`config.mk`:
```
export PLATFORM = sky130hd
export DESIGN_NAME = ifetch_pc_unit
export DESIGN_NICKNAME = d
export VERILOG_FILES = /design/src/rtl/ifetch_pkg.sv /design/src/rtl/ifetch_next_pc.sv /design/src/rtl/ifetch_pc_unit.sv
export SDC_FILE = /design/constraint.sdc
export NUM_CORES = 1
export LEC_CHECK = 0
export ABC_AREA = 0
export BUFFER_PORTS_ARGS = -buffer_cell sky130_fd_sc_hd__buf_2
export CORE_MARGIN = 2
export CORE_UTILIZATION = 30
export DETAILED_ROUTE_END_ITERATION = 10
export PLACE_DENSITY = 0.63
export SYNTH_ARGS = -nofsm -noshare
export SYNTH_HDL_FRONTEND = slang
export SYNTH_HIERARCHICAL = 1
export SYNTH_SLANG_ARGS = --single-unit
```
`constraint.sdc`:
```
create_clock -name clk -period 10.1 [get_ports clk]
set_input_delay 0.505 -clock clk [delete_from_list [all_inputs] [get_ports clk]]
set_output_delay 0.505 -clock clk [all_outputs]
set_load 0.02 [all_outputs]
```
`src/rtl/ifetch_pkg.sv`:
```
// rtl/ifetch_pkg.sv - shared encodings and helpers for the fetch-stage PC unit
package ifetch_pkg;

  localparam logic [1:0] PC_SEQ = 2'b00;
  localparam logic [1:0] PC_BR  = 2'b01;
  localparam logic [1:0] PC_J   = 2'b10;
  localparam logic [1:0] PC_JR  = 2'b11;

  localparam logic [31:0] NOP_INSTR = 32'h0000_0000;

  typedef enum logic [1:0] {
    BOOT   = 2'b00,
    RUN    = 2'b01,
    HALTED = 2'b10
  } state_t;

  function automatic logic [31:0] sat_inc(input logic [31:0] value);
    return (value == 32'hFFFF_FFFF) ? value : value + 32'd1;
  endfunction

endpackage

```
`src/rtl/ifetch_next_pc.sv`:
```
// rtl/ifetch_next_pc.sv - combinational next-PC mux with branch/jump target arithmetic
module ifetch_next_pc
  import ifetch_pkg::*;
(
  input  logic [31:0] pc_plus4,
  input  logic [1:0]  pc_src,
  input  logic        branch_taken,
  input  logic [31:0] imm_ext,
  input  logic [31:0] jr_target,
  input  logic [25:0] jump_index,
  output logic [31:0] next_pc
);

  always_comb begin
    next_pc = pc_plus4;
    case (pc_src)
      PC_SEQ: next_pc = pc_plus4;
      PC_BR:  if (branch_taken) next_pc = pc_plus4 + (imm_ext << 2);
      PC_J:   next_pc = {pc_plus4[31:28], jump_index, 2'b00};
      PC_JR:  next_pc = jr_target;
      default: next_pc = pc_plus4;
    endcase
  end

endmodule

```
`src/rtl/ifetch_pc_unit.sv`:
```
// rtl/ifetch_pc_unit.sv - fetch-stage PC/FSM/counter; IFETCH_ALIGN_CHECK_EN enables misaligned-target trapping
module ifetch_pc_unit
  import ifetch_pkg::*;
#(
  parameter logic [31:0] RESET_PC    = 32'h0000_0000,
  parameter int          IMEM_BYTES  = 128,
  parameter logic [5:0]  HALT_OPCODE = 6'b111111
) (
  input  logic        clk,
  input  logic        rst_n,
  input  logic        stall,
  input  logic [1:0]  pc_src,
  input  logic        branch_taken,
  input  logic [31:0] imm_ext,
  input  logic [31:0] jr_target,
  output logic [31:0] inst_addr,
  input  logic [31:0] inst_data,
  output logic [31:0] instr,
  output logic [31:0] pc,
  output logic [31:0] pc_plus4,
  output logic        halted,
  output logic        addr_err,
  output logic [31:0] fetch_count
);

  localparam logic [31:0] PC_MAX = 32'(IMEM_BYTES - 4);

  state_t      state;
  logic [31:0] raw_pc;
  logic [31:0] load_pc;
  logic        bad_pc;
  logic        halt_op;

  assign inst_addr = pc;
  assign pc_plus4  = pc + 32'd4;
  assign instr     = (state == RUN) ? inst_data : NOP_INSTR;
  assign halt_op   = (instr[31:26] == HALT_OPCODE);

  ifetch_next_pc u_next_pc (
    .pc_plus4     (pc_plus4),
    .pc_src       (pc_src),
    .branch_taken (branch_taken),
    .imm_ext      (imm_ext),
    .jr_target    (jr_target),
    .jump_index   (instr[25:0]),
    .next_pc      (raw_pc)
  );

`ifdef IFETCH_ALIGN_CHECK_EN
  assign load_pc = raw_pc;
  assign bad_pc  = (raw_pc > PC_MAX) || (raw_pc[1:0] != 2'b00);
`else
  // Only jr can misalign; silently word-align it instead of trapping.
  assign load_pc = raw_pc & ~32'h0000_0003;
  assign bad_pc  = (load_pc > PC_MAX);
`endif

  always_ff @(posedge clk or negedge rst_n) begin
    if (!rst_n) begin
      pc          <= RESET_PC;
      state       <= BOOT;
      halted      <= 1'b0;
      addr_err    <= 1'b0;
      fetch_count <= 32'h0;
    end else begin
      case (state)
        BOOT: state <= RUN;
        RUN: begin
          // Priority: stall, then halt opcode, then target checks, then advance.
          if (!stall) begin
            if (halt_op) begin
              state       <= HALTED;
              halted      <= 1'b1;
              fetch_count <= sat_inc(fetch_count);
            end else if (bad_pc) begin
              state    <= HALTED;
              halted   <= 1'b1;
              addr_err <= 1'b1;
            end else begin
              pc          <= load_pc;
              fetch_count <= sat_inc(fetch_count);
            end
          end
        end
        default: state <= HALTED;
      endcase
    end
  end

endmodule

```
==> summary.txt, run 1 <==
Synthesis
  – Syn. warnings: 6
  – Avg Cell Area, Syn: 8.44 um^2
  – Synth Cell Area: approximately 6400 um^2
  – Post-synthesis instance total: 753

Global route
  – GRT overflow: 0
  – Vias in the first global route: 5827
  – GR Util met3: 0.0320
  – First-pass GRT wire length: 32400 um
  – Largest net degree at the start of global routing: between 60 and 70
  – Met1 Use GR: 0.240
  – Tot GR Track Use: 0.186
  – Initial antenna violation count: 0
  – Global route hottest layer: met2
  – Grt met2 use: 0.323

Critical path
  – Reg2reg start: inst_addr[4]
  – CP startpoint: inst_addr[4]
  – CP Capture Type: flip-flop
  – Cell-by-cell trace of the critical path: nand3_1 > nor2_1 > nand3_1 > nor2_1 > nand2_1 > xnor2_1 > ha_1 > a21oi_1 > o21ai_0 > a21o_1 > a21o_1 > o21ai_0 > and4_1 > nor4_1 > or3b_1 > nor4_1 > nand4_1 > o21a_1 > a2111oi_4 > and4_1 > xor2_1
  – CP peak stage delay: roughly 900 ps
  – Critical Path Source Type: flip-flop
  – Largest fanout on the critical path: 19
  – Critical-path top delay cell: a2111oi_4
  – WS Path Type: flip-flop to flip-flop
  – Worst EP arrival: between 6000 and 7000 ps
  – Critical Path RT: 10340 ps

Clocking
  – Cts repair resizes: 0
  – Clock Latency Late Sink: approximately 320 ps
  – Number of setup buffers added after CTS: 0
  – Worst-path clk slew: approximately 60 ps
  – Cts hold-fix bufs: 0
  – Clock Tree Buf Depth: 2
  – CTS Buf Count: 9
  – CTS sink cnt: between 60 and 70
  – CTS H-tree depth: 3
  – Clk root buf: clkbuf_16
  – CTS tree: yes

Floorplan
  – Die Span Y: around 150 um
  – # IOs: 264
  – Placeable Area: around 21000 um^2
  – Site Rows: 53
  – DIE AREA: 22400 um^2
  – Die X: 150 um
  – Initial cell density of the core: 0.304

Final layout
  – # fillers: about 2200
  – Layout Nets: between 1000 and 1500
  – Finished Layout Cells: between 1000 and 1500
  – Fraction of layout cells with a size suffix above 1: 0.324
  – # diodes: 0
  – Area occupied by multi-input gates: 4290 um^2
  – Post-route cell area: just under 8000 um^2
  – Register area: ~1700 um^2
  – Final core occ: 0.380
  – Area growth syn-to-layout: 25.0%

Timing
  – Fin. Hold Viols: 0
  – Worst Clk Skew: ~7.0 ps
  – Worst slew pin tran: 1110 ps
  – Final period util: 0.648
  – RSZ-0062 raised after global routing: false
  – Max Slew Vio Count: 0
  – Slew HR: 0.258
  – Min Hold Slack: 359 ps
  – Setup TNS: 0 ps
  – Crit path time final: 6540 ps
  – Setup-failing EPs final: 0
  – Highest clock rate: 0.153 GHz
  – Setup ws final: 3560 ps

Flow run
  – Max-Cap Viols: 0

Routing
  – 1st-iter DRT viols: between 300 and 400
  – Post-route ant nets: 0
  – DRC errors left: 0
  – Initial DRT Pass Iterations: 7
  – Detailed-route wire length: 21700 um
  – Via count: ~6400
  – Detailed-route wire length per cell: 17.5 um
  – Via/cell ratio: 5.13

Min path
  – HP Class: input pin to async pin

Place
  – Port Buffers: roughly 250
  – Dpl cells: between 1000 and 1500
  – Gp weighted congestion: roughly 0.95
  – Pre-CTS WS: 3580 ps
  – Post-DP HPWL: around 18000 um
  – Placed cell area: between 7000 and 8000 um^2

Status
  – Status: complete, no violations

Power
  – Leakage: 4.12 nW
  – Pwr/cell area: between 80 and 90 nW/um^2
  – Tot Pwr: a little under 0.7 mW
  – VDD IR-drop max: ~0.000097 V
[worst max-delay path: cells and delay by family (launching register included)]
family          cells  cell delay, ps
fa+ha+maj           1             420
simple gates       11            2710
flops               1             450
xor+xnor            2             660
compound gates      7            2210
[sequential cells by signal (all words and copies together) (netlist names)]
name / count
addr_err: 1
fetch_count: 32
halted: 1
inst_addr: 30
state: 2
[power breakdown]
group / leakage [nW] / internal, mW / switching [mW]
Clock: 0.148 / 0.203 / 0.110
Combinational: 3.08 / 0.0469 / 0.0648
Sequential: 0.894 / 0.266 / 0.00125
[final timing paths]
path | to | slack [ps] | cells after the start
worst max-delay path | fetch_count[4] | 3560 | 21
worst min-delay path | fetch_count[21] | 360 | 2
worst max register to register | fetch_count[4] | 3560 | 21
worst min register to register | addr_err | 460 | 1
max in group asynchronous | inst_addr[2] | 9180 | 2
min in group clk | addr_err | 460 | 1
[layout make-up]
type / count / area share
Tap cell: 275 / 0.0433
Inverter: 18 / 0.00851
Timing Repair Buffer: 256 / 0.162
Clock inverter: 4 / 0.00646
Clock buffer: 11 / 0.0318
Multi-Input combinational cell: 614 / 0.540
Sequential cell: 66 / 0.208
[routing by layer]
| layer | part of all wire | up-vias |
|---|---|---|
| met5 | 0 | - |
| li1 | - | 3122 |
| met3 | 0.074 | 19 |
| met2 | 0.48 | 215 |
| met4 | 0.013 | 0 |
| met1 | 0.43 | 3023 |
[cell usage in the layout, fill, tap and decap left out, types with 4 or more instances in the layout]
cell type	instances
a211oi_1	5
a21o_1	17
a21oi_1	45
a221o_1	4
a221oi_1	5
a22oi_1	7
a31oi_1	12
and2_1	61
and3_1	14
and4_1	7
buf_2	253
clkbuf_16	9
conb_1	6
dfrtp_1	66
ha_1	31
inv_1	18
mux2_2	17
mux4_2	10
nand2_1	59
nand2b_1	9
nand3_1	30
nand4_1	23
nor2_1	44
nor2b_1	13
nor3_1	11
nor4_1	11
o211ai_1	4
o21a_1	4
o21ai_0	34
o21bai_1	8
xnor2_1	62
xor2_1	16
No activity file was read; power rests on OpenSTA's default activity.
==> inputs of run 2 (changes only) <==
Settings changed: ABC_AREA 0 to 1.
Clock period 10.1 ns to 5.95 ns, I/O delays scaled along.
==> run 2 against run 1 <==
Via count grew 49%. Sequential power is 70% higher. Non-clock buffer count is 7 higher. Clock skew about the same. Sequential share of layout area is 4.3 points lower. Critical path type unchanged. Global-route usage grew 1.6 points. Register-to-register slack got worse by 2500 ps. First-iteration DRC count rose by 79%. Worst setup slack worse by 2500 ps.
==> summary.txt, run 2 <==
Floorplan
  – Placeable Area: 27100 um^2 (was 20900 um^2)
  – # IOs: 264 (unchanged)
  – Initial cell density of the core: 0.307 (was 0.304)
  – Die X: 171 um (was 150 um)
  – DIE AREA: 29100 um^2 (was 22400 um^2)
  – Site Rows: 60 (was 53)
  – Die Span Y: 171 um (was 150 um)

Power
  – P_sw: 0.330 mW (was 0.176 mW)
  – Leakage: 6.05 nW (was 4.12 nW)
  – VDD IR-drop max: 0.000134 V (was 0.0000972 V)
  – Combinational power share: 0.161 (about the same)
  – Clk pwr share: 0.481 (was 0.452)
  – Pwr/cell area: 127 nW/um^2 (was 87.2 nW/um^2)
  – Tot Pwr: 1.27 mW (was 0.693 mW)
  – Sw Ratio: 0.260 (was 0.255)
  – Cell Int Power: 0.942 mW (was 0.516 mW)
  – Part of the power in registers: 0.358 (was 0.387)

Clocking
  – Cts hold-fix bufs: 0 (unchanged)
  – CTS Buf Count: 9 (unchanged)
  – CTS sink cnt: 66 (unchanged)
  – Clock Latency Late Sink: 330 ps (was 320 ps)
  – Number of setup buffers added after CTS: 0 (unchanged)
  – Clk root buf: clkbuf_16 (unchanged)
  – Worst-path clk slew: 60 ps (about the same)
  – Clock Tree Buf Depth: 2 (unchanged)
  – CTS tree: yes (unchanged)
  – Cts repair resizes: 0 (unchanged)
  – CTS H-tree depth: 3 (unchanged)

Final layout
  – Fraction of layout cells with a size suffix above 1: 0.206 (was 0.324)
  – Most frequent cells in the layout: nand2_1 (490), buf_2 (253), inv_1 (215) (was buf_2 (253), dfrtp_1 (66), xnor2_1 (62))
  – Layout Nets: 1786 (was 1099)
  – # fillers: 2986 (was 2201)
  – Most common cell after layout, fill and taps aside: nand2_1 (was buf_2)
  – # diodes: 0 (unchanged)
  – Max reg flops: 32 (unchanged)
  – Post-route cell area: 10000 um^2 (was 7940 um^2)
  – Biggest register: fetch_count (unchanged)
  – Area growth syn-to-layout: 20.4% (was 25.0%)

Timing
  – Slew HR: 0.420 (was 0.258)
  – Highest clock rate: 0.205 GHz (was 0.153 GHz)
  – Final period util: 0.820 (was 0.648)
  – RSZ-0062 raised after global routing: false (unchanged)
  – Crit path time final: 4880 ps (was 6540 ps)
  – Setup TNS: 0 ps (unchanged)
  – Max Slew Vio Count: 0 (unchanged)
  – Fin. Hold Viols: 0 (unchanged)
  – Worst Clk Skew: 6.68 ps (was 7.01 ps)
  – Worst slew pin tran: 870 ps (was 1110 ps)
  – Setup-failing EPs final: 0 (unchanged)

Global route
  – Vias in the first global route: 8699 (was 5827)
  – Largest net degree at the start of global routing: 67 (unchanged)
  – First-pass GRT wire length: 46300 um (was 32400 um)
  – Initial antenna violation count: 0 (unchanged)
  – Tot GR Track Use: 0.202 (was 0.186)
  – GRT overflow: 0 (unchanged)

Routing
  – Post-route ant nets: 0 (unchanged)
  – Via count: 9524 (was 6379)
  – Detailed-route wire length: 29900 um (was 21700 um)
  – DRC errors left: 0 (unchanged)
  – Detailed-route wire length per cell: 14.7 um (was 17.5 um)
  – 1st-iter DRT viols: 603 (was 336)
  – Via/cell ratio: 4.70 (was 5.13)
  – Initial DRT Pass Iterations: 7 (unchanged)

Flow run
  – Max-Cap Viols: 0 (unchanged)

Critical path
  – Critical Path Source Type: flip-flop (unchanged)
  – CP Buf/Inv Count: 2 (was 0)
  – CP Capture Type: flip-flop (unchanged)
  – Largest fanout on the critical path: 32 (was 19)
  – Critical Path RT: 6210 ps (was 10340 ps)
  – CP dominant cell by count: nand2_1
  – Worst EP arrival: 5140 ps (was 6780 ps)
  – Delay-heaviest family, CP: simple AND/OR/NAND/NOR gates (unchanged)
  – WS Path Type: flip-flop to flip-flop (unchanged)
  – Critical-path top delay cell: ha_1 (was a2111oi_4)
  – Reg2reg setup slack: 1070 ps (was 3560 ps)
  – CP peak stage delay: 470 ps (was 900 ps)

Place
  – Gp weighted congestion: 0.983 (was 0.947)
  – Port Buffers: 253 (unchanged)
  – Placed cell area: 9680 um^2 (was 7640 um^2)
  – Post-DP HPWL: 24100 um (was 17600 um)

Status
  – Status: complete, no violations (unchanged)

Synthesis
  – Avg Cell Area, Syn: 5.75 um^2 (was 8.44 um^2)
  – Post-synthesis instance total: 1448 (was 753)
  – Syn. warnings: 6 (unchanged)
  – Synth Cell Area: 8320 um^2 (was 6360 um^2)

Min path
  – HP Class: input pin to async pin (unchanged)
-- run 2: layer usage --
layer,vias up,global-route usage,wire length (um)
li1,4846,-,-
met1,4315,0.264,12900
met2,333,0.354,14400
met3,30,0.0257,2130
met4,0,0.0442,464
met5,-,0,0
-- run 2: metrics by stage --
| stage | hold slack, ps | util | instances | setup slack (ps) |
|---|---|---|---|---|
| finish | 149 | 0.370 | 2028 | 1070 |
| global route | 239 | 0.370 | 2028 | 517 |
| CTS | 198 | 0.370 | 2028 | 994 |
| detailed placement | 431 | 0.357 | 2013 | 1010 |
| global placement | 422 | 0.357 | 2013 | 1020 |
| floorplan | 1.91 | - | 1453 | 1960 |
-- run 2: final timing paths --
check	start	to	cells after the start
hold reg to reg	state[1]	state[0]	1
max in group asynchronous	rst_n	inst_addr[20]	2
hold / removal	rst_n	fetch_count[28]	2
setup reg to reg	inst_addr[3]	fetch_count[12]	26
setup / recovery	inst_addr[3]	fetch_count[12]	26
min in group clk	stall	state[0]	3
-- run 2: power groups by stage --
stage / logic, mW / registers [mW] / clock network [mW]
after floorplan: 0.125 / 0.466 / 0
after global placement: 0.204 / 0.463 / 0
after detailed placement: 0.205 / 0.463 / 0
after CTS: 0.206 / 0.455 / 0.625
after global routing: 0.230 / 0.455 / 0.643
final: 0.205 / 0.455 / 0.612
-- run 2: cell type report --
| cell class | count | area [um^2] | share of cell area |
|---|---|---|---|
| Clock buffer | 10 | 239 | 0.0239 |
| Multi-Input combinational cell | 1091 | 5390 | 0.538 |
| Tap cell | 372 | 465 | 0.0465 |
| Clock inverter | 5 | 103 | 0.0102 |
| Timing Repair Buffer | 263 | 1340 | 0.134 |
| Inverter | 221 | 830 | 0.0828 |
| Sequential cell | 66 | 1650 | 0.165 |
==> inputs of run 3 (changes only) <==
Clock period 5.95 ns to 4.3 ns, I/O delays scaled along.
==> run 3 against run 2 <==
The flow now finishes with violations (hold timing). Combinational power increased by 54%. Die area did not move. Clock power grew 41%. Worst hold slack got worse by 150 ps. Sequential power up 38%. Power grew 42%. First-iteration DRC count increased by 6.0%. Non-clock buffer count increased by 91. Sequential cell count did not move.
==> summary.txt, run 3 (same netlist as run 2, synthesis figures left out) <==
Timing
  – Min Hold Slack: -2.46 ps (was 149 ps)
  – Setup ws final: 285 ps (was 1070 ps)
  – Worst slew pin tran: 900 ps (was 870 ps)
  – Setup-failing EPs final: 0 (unchanged)
  – Highest clock rate: 0.249 GHz (was 0.205 GHz)
  – Max Slew Vio Count: 0 (unchanged)
  – Crit path time final: 4010 ps (was 4880 ps)
  – Fin. Hold Viols: 5 (was 0)
  – Final period util: 0.934 (was 0.820)
  – Worst Clk Skew: 7.09 ps (was 6.68 ps)
  – Slew HR: 0.399 (was 0.420)

Power
  – VDD IR-drop max: 0.000156 V (was 0.000134 V)
  – Sw Ratio: 0.267 (was 0.260)
  – P_sw: 0.483 mW (was 0.330 mW)
  – Pwr/cell area: 162 nW/um^2 (was 127 nW/um^2)
  – Part of the power in registers: 0.348 (was 0.358)
  – Tot Pwr: 1.81 mW (was 1.27 mW)
  – Clk pwr share: 0.478 (was 0.481)
  – Leakage: 6.63 nW (was 6.05 nW)
  – Cell Int Power: 1.33 mW (was 0.942 mW)
  – Combinational power share: 0.174 (was 0.161)

Critical path
  – CP Capture Type: flip-flop (unchanged)
  – Reg2reg start: inst_addr[10] (was inst_addr[3])
  – CP startpoint: inst_addr[10] (was inst_addr[3])
  – Largest fanout on the critical path: 8 (was 32)
  – Setup crit end: fetch_count[16] (was fetch_count[12])
  – WS Path Type: flip-flop to flip-flop (unchanged)
  – Reg2reg setup slack: 290 ps (was 1070 ps)
  – Critical Path RT: 4520 ps (was 6210 ps)
  – Critical Path Source Type: flip-flop (unchanged)
  – R2R cell count: 27 (was 26)
  – Worst EP arrival: 4240 ps (was 5140 ps)
  – R2R Path End: fetch_count[16] (was fetch_count[12])

Routing
  – Via count: 10036 (was 9524)
  – Post-route ant nets: 0 (unchanged)
  – 1st-iter DRT viols: 639 (was 603)
  – Via/cell ratio: 4.73 (was 4.70)
  – Initial DRT Pass Iterations: 5 (was 7)
  – Detailed-route wire length: 31400 um (was 29900 um)
  – DRC errors left: 0 (unchanged)
  – Detailed-route wire length per cell: 14.8 um (was 14.7 um)

Clocking
  – CTS H-tree depth: 3 (unchanged)
  – CTS sink cnt: 66 (unchanged)
  – Clk root buf: clkbuf_16 (unchanged)
  – Clock Latency Late Sink: 330 ps (about the same)
  – CTS Buf Count: 9 (unchanged)
  – CTS tree: yes (unchanged)
  – Worst-path clk slew: 60 ps (about the same)
  – Cts hold-fix bufs: 0 (unchanged)
  – Clock Tree Buf Depth: 2 (unchanged)

Global route
  – First-pass GRT wire length: 47200 um (was 46300 um)
  – Global route hottest layer: met2 (unchanged)
  – GR Util met3: 0.0266 (was 0.0257)
  – Grt met2 use: 0.361 (was 0.354)
  – Met1 Use GR: 0.271 (was 0.264)
  – Tot GR Track Use: 0.206 (was 0.202)
  – Largest net degree at the start of global routing: 44 (was 67)
  – Initial antenna violation count: 0 (unchanged)
  – GRT overflow: 0 (unchanged)
  – Vias in the first global route: 9121 (was 8699)

Final layout
  – Biggest register: fetch_count (unchanged)
  – Area growth syn-to-layout: 34.5% (was 20.4%)
  – Most frequent cells in the layout: nand2_1 (482), buf_2 (253), inv_1 (214) (was nand2_1 (490), buf_2 (253), inv_1 (215))
  – # fillers: 2864 (was 2986)
  – Post-route cell area: 11200 um^2 (was 10000 um^2)
  – Max reg flops: 32 (unchanged)
  – Layout Nets: 1877 (was 1786)
  – # diodes: 0 (unchanged)
  – Finished Layout Cells: 2120 (was 2028)
  – Most common cell after layout, fill and taps aside: nand2_1 (unchanged)
  – Final core occ: 0.413 (was 0.370)
  – Fraction of layout cells with a size suffix above 1: 0.283 (was 0.206)

Status
  – Violations in the final reports: hold timing
  – Status: complete, but fails checks (was complete, no violations)

Min path
  – HP Class: input pin to async pin (unchanged)

Floorplan
  – Die X: 171 um (unchanged)
  – DIE AREA: 29100 um^2 (unchanged)
  – # IOs: 264 (unchanged)
  – Site Rows: 60 (unchanged)
  – Initial cell density of the core: 0.307 (unchanged)
  – Placeable Area: 27100 um^2 (unchanged)
  – Die Span Y: 171 um (unchanged)

Place
  – Post-DP HPWL: 25000 um (was 24100 um)
  – Placed cell area: 10300 um^2 (was 9680 um^2)
  – Port Buffers: 253 (unchanged)
  – Pre-CTS WS: 97.4 ps (was 1010 ps)
  – Gp weighted congestion: 0.985 (was 0.983)
  – Dpl cells: 2092 (was 2013)

Flow run
  – Max-Cap Viols: 0 (unchanged)
## run 3: cell types whose count changed in the layout (fill, tap and decap cells not counted), sizes merged
cell,previous run,this run
buf,263,352
clkbuf,10,12
clkinvlp,1,2
## run 3: power groups by stage
stage | sequential (mW) | combinational [mW] | clock, mW
6_report | 0.630 | 0.316 | 0.865
3_5_place_dp | 0.641 | 0.301 | 0
5_1_grt | 0.630 | 0.350 | 0.911
3_3_place_gp | 0.640 | 0.298 | 0
4_1_cts | 0.630 | 0.303 | 0.879
2_1_floorplan | 0.645 | 0.173 | 0
## run 3: per-stage QoR
step / TNS, ps / hold slack [ps]
2_1_floorplan: 0 / -80.6
3_3_place_gp: 0 / 369
3_5_place_dp: 0 / 377
4_1_cts: 0 / 25.7
5_1_grt: -2870 / 49.8
6_report: 0 / -2.46
## run 3: layer usage
| metal | up-vias | wire [um] | part of all wire |
|---|---|---|---|
| met3 | 31 | 2190 | 0.070 |
| met5 | - | 0 | 0 |
| li1 | 5028 | - | - |
| met2 | 340 | 15300 | 0.49 |
| met1 | 4637 | 13400 | 0.43 |
| met4 | 0 | 534 | 0.017 |
## run 3: worst min-delay path by stage
stage	startpoint	to	slack [ps]
5_1_grt	rst_n	fetch_count[21]	50
6_report	rst_n	fetch_count[23]	-2
3_3_place_gp	rst_n	fetch_count[21]	370
4_1_cts	rst_n	fetch_count[21]	30
3_5_place_dp	rst_n	fetch_count[21]	380
2_1_floorplan	rst_n	addr_err	-80
## run 3: cell type report
type	instances	area, um^2	area share
repair buffers	354	2110	0.189
flip-flops and latches	66	1660	0.148
well taps	372	465	0.0416
clock buffers	10	239	0.0214
inverters	221	830	0.0741
multi-input cells	1091	5770	0.516
clock inverters	6	114	0.0102
## run 3: worst max-delay path, stage by stage, from the launching register on
cell	delay, ps
dfrtp_2	430
nand2_1	150
nor2_2	170
nand2_1	140
nor3_4	220
xor2_1	170
buf_4	160
ha_2	310
nand2_1	180
inv_1	80
a21oi_1	140
nand2_1	110
a21oi_1	200
nand2_1	80
nand2_1	50
nand3_1	60
nand2_1	90
nand3_2	60
nor2_1	100
nand3_1	80
nor2_1	100
buf_4	150
nand2_4	80
nand2_4	100
nand3_4	140
clkbuf_16	230
nand2_1	60
nand2_1	50
## run 3: repair_timing
action / in CTS / in global routing
endpoints found under the setup margin: 0 / 66
resized for setup: 0 / 75
endpoints found under the hold margin: 0 / 0
buffers inserted: 0 / 9
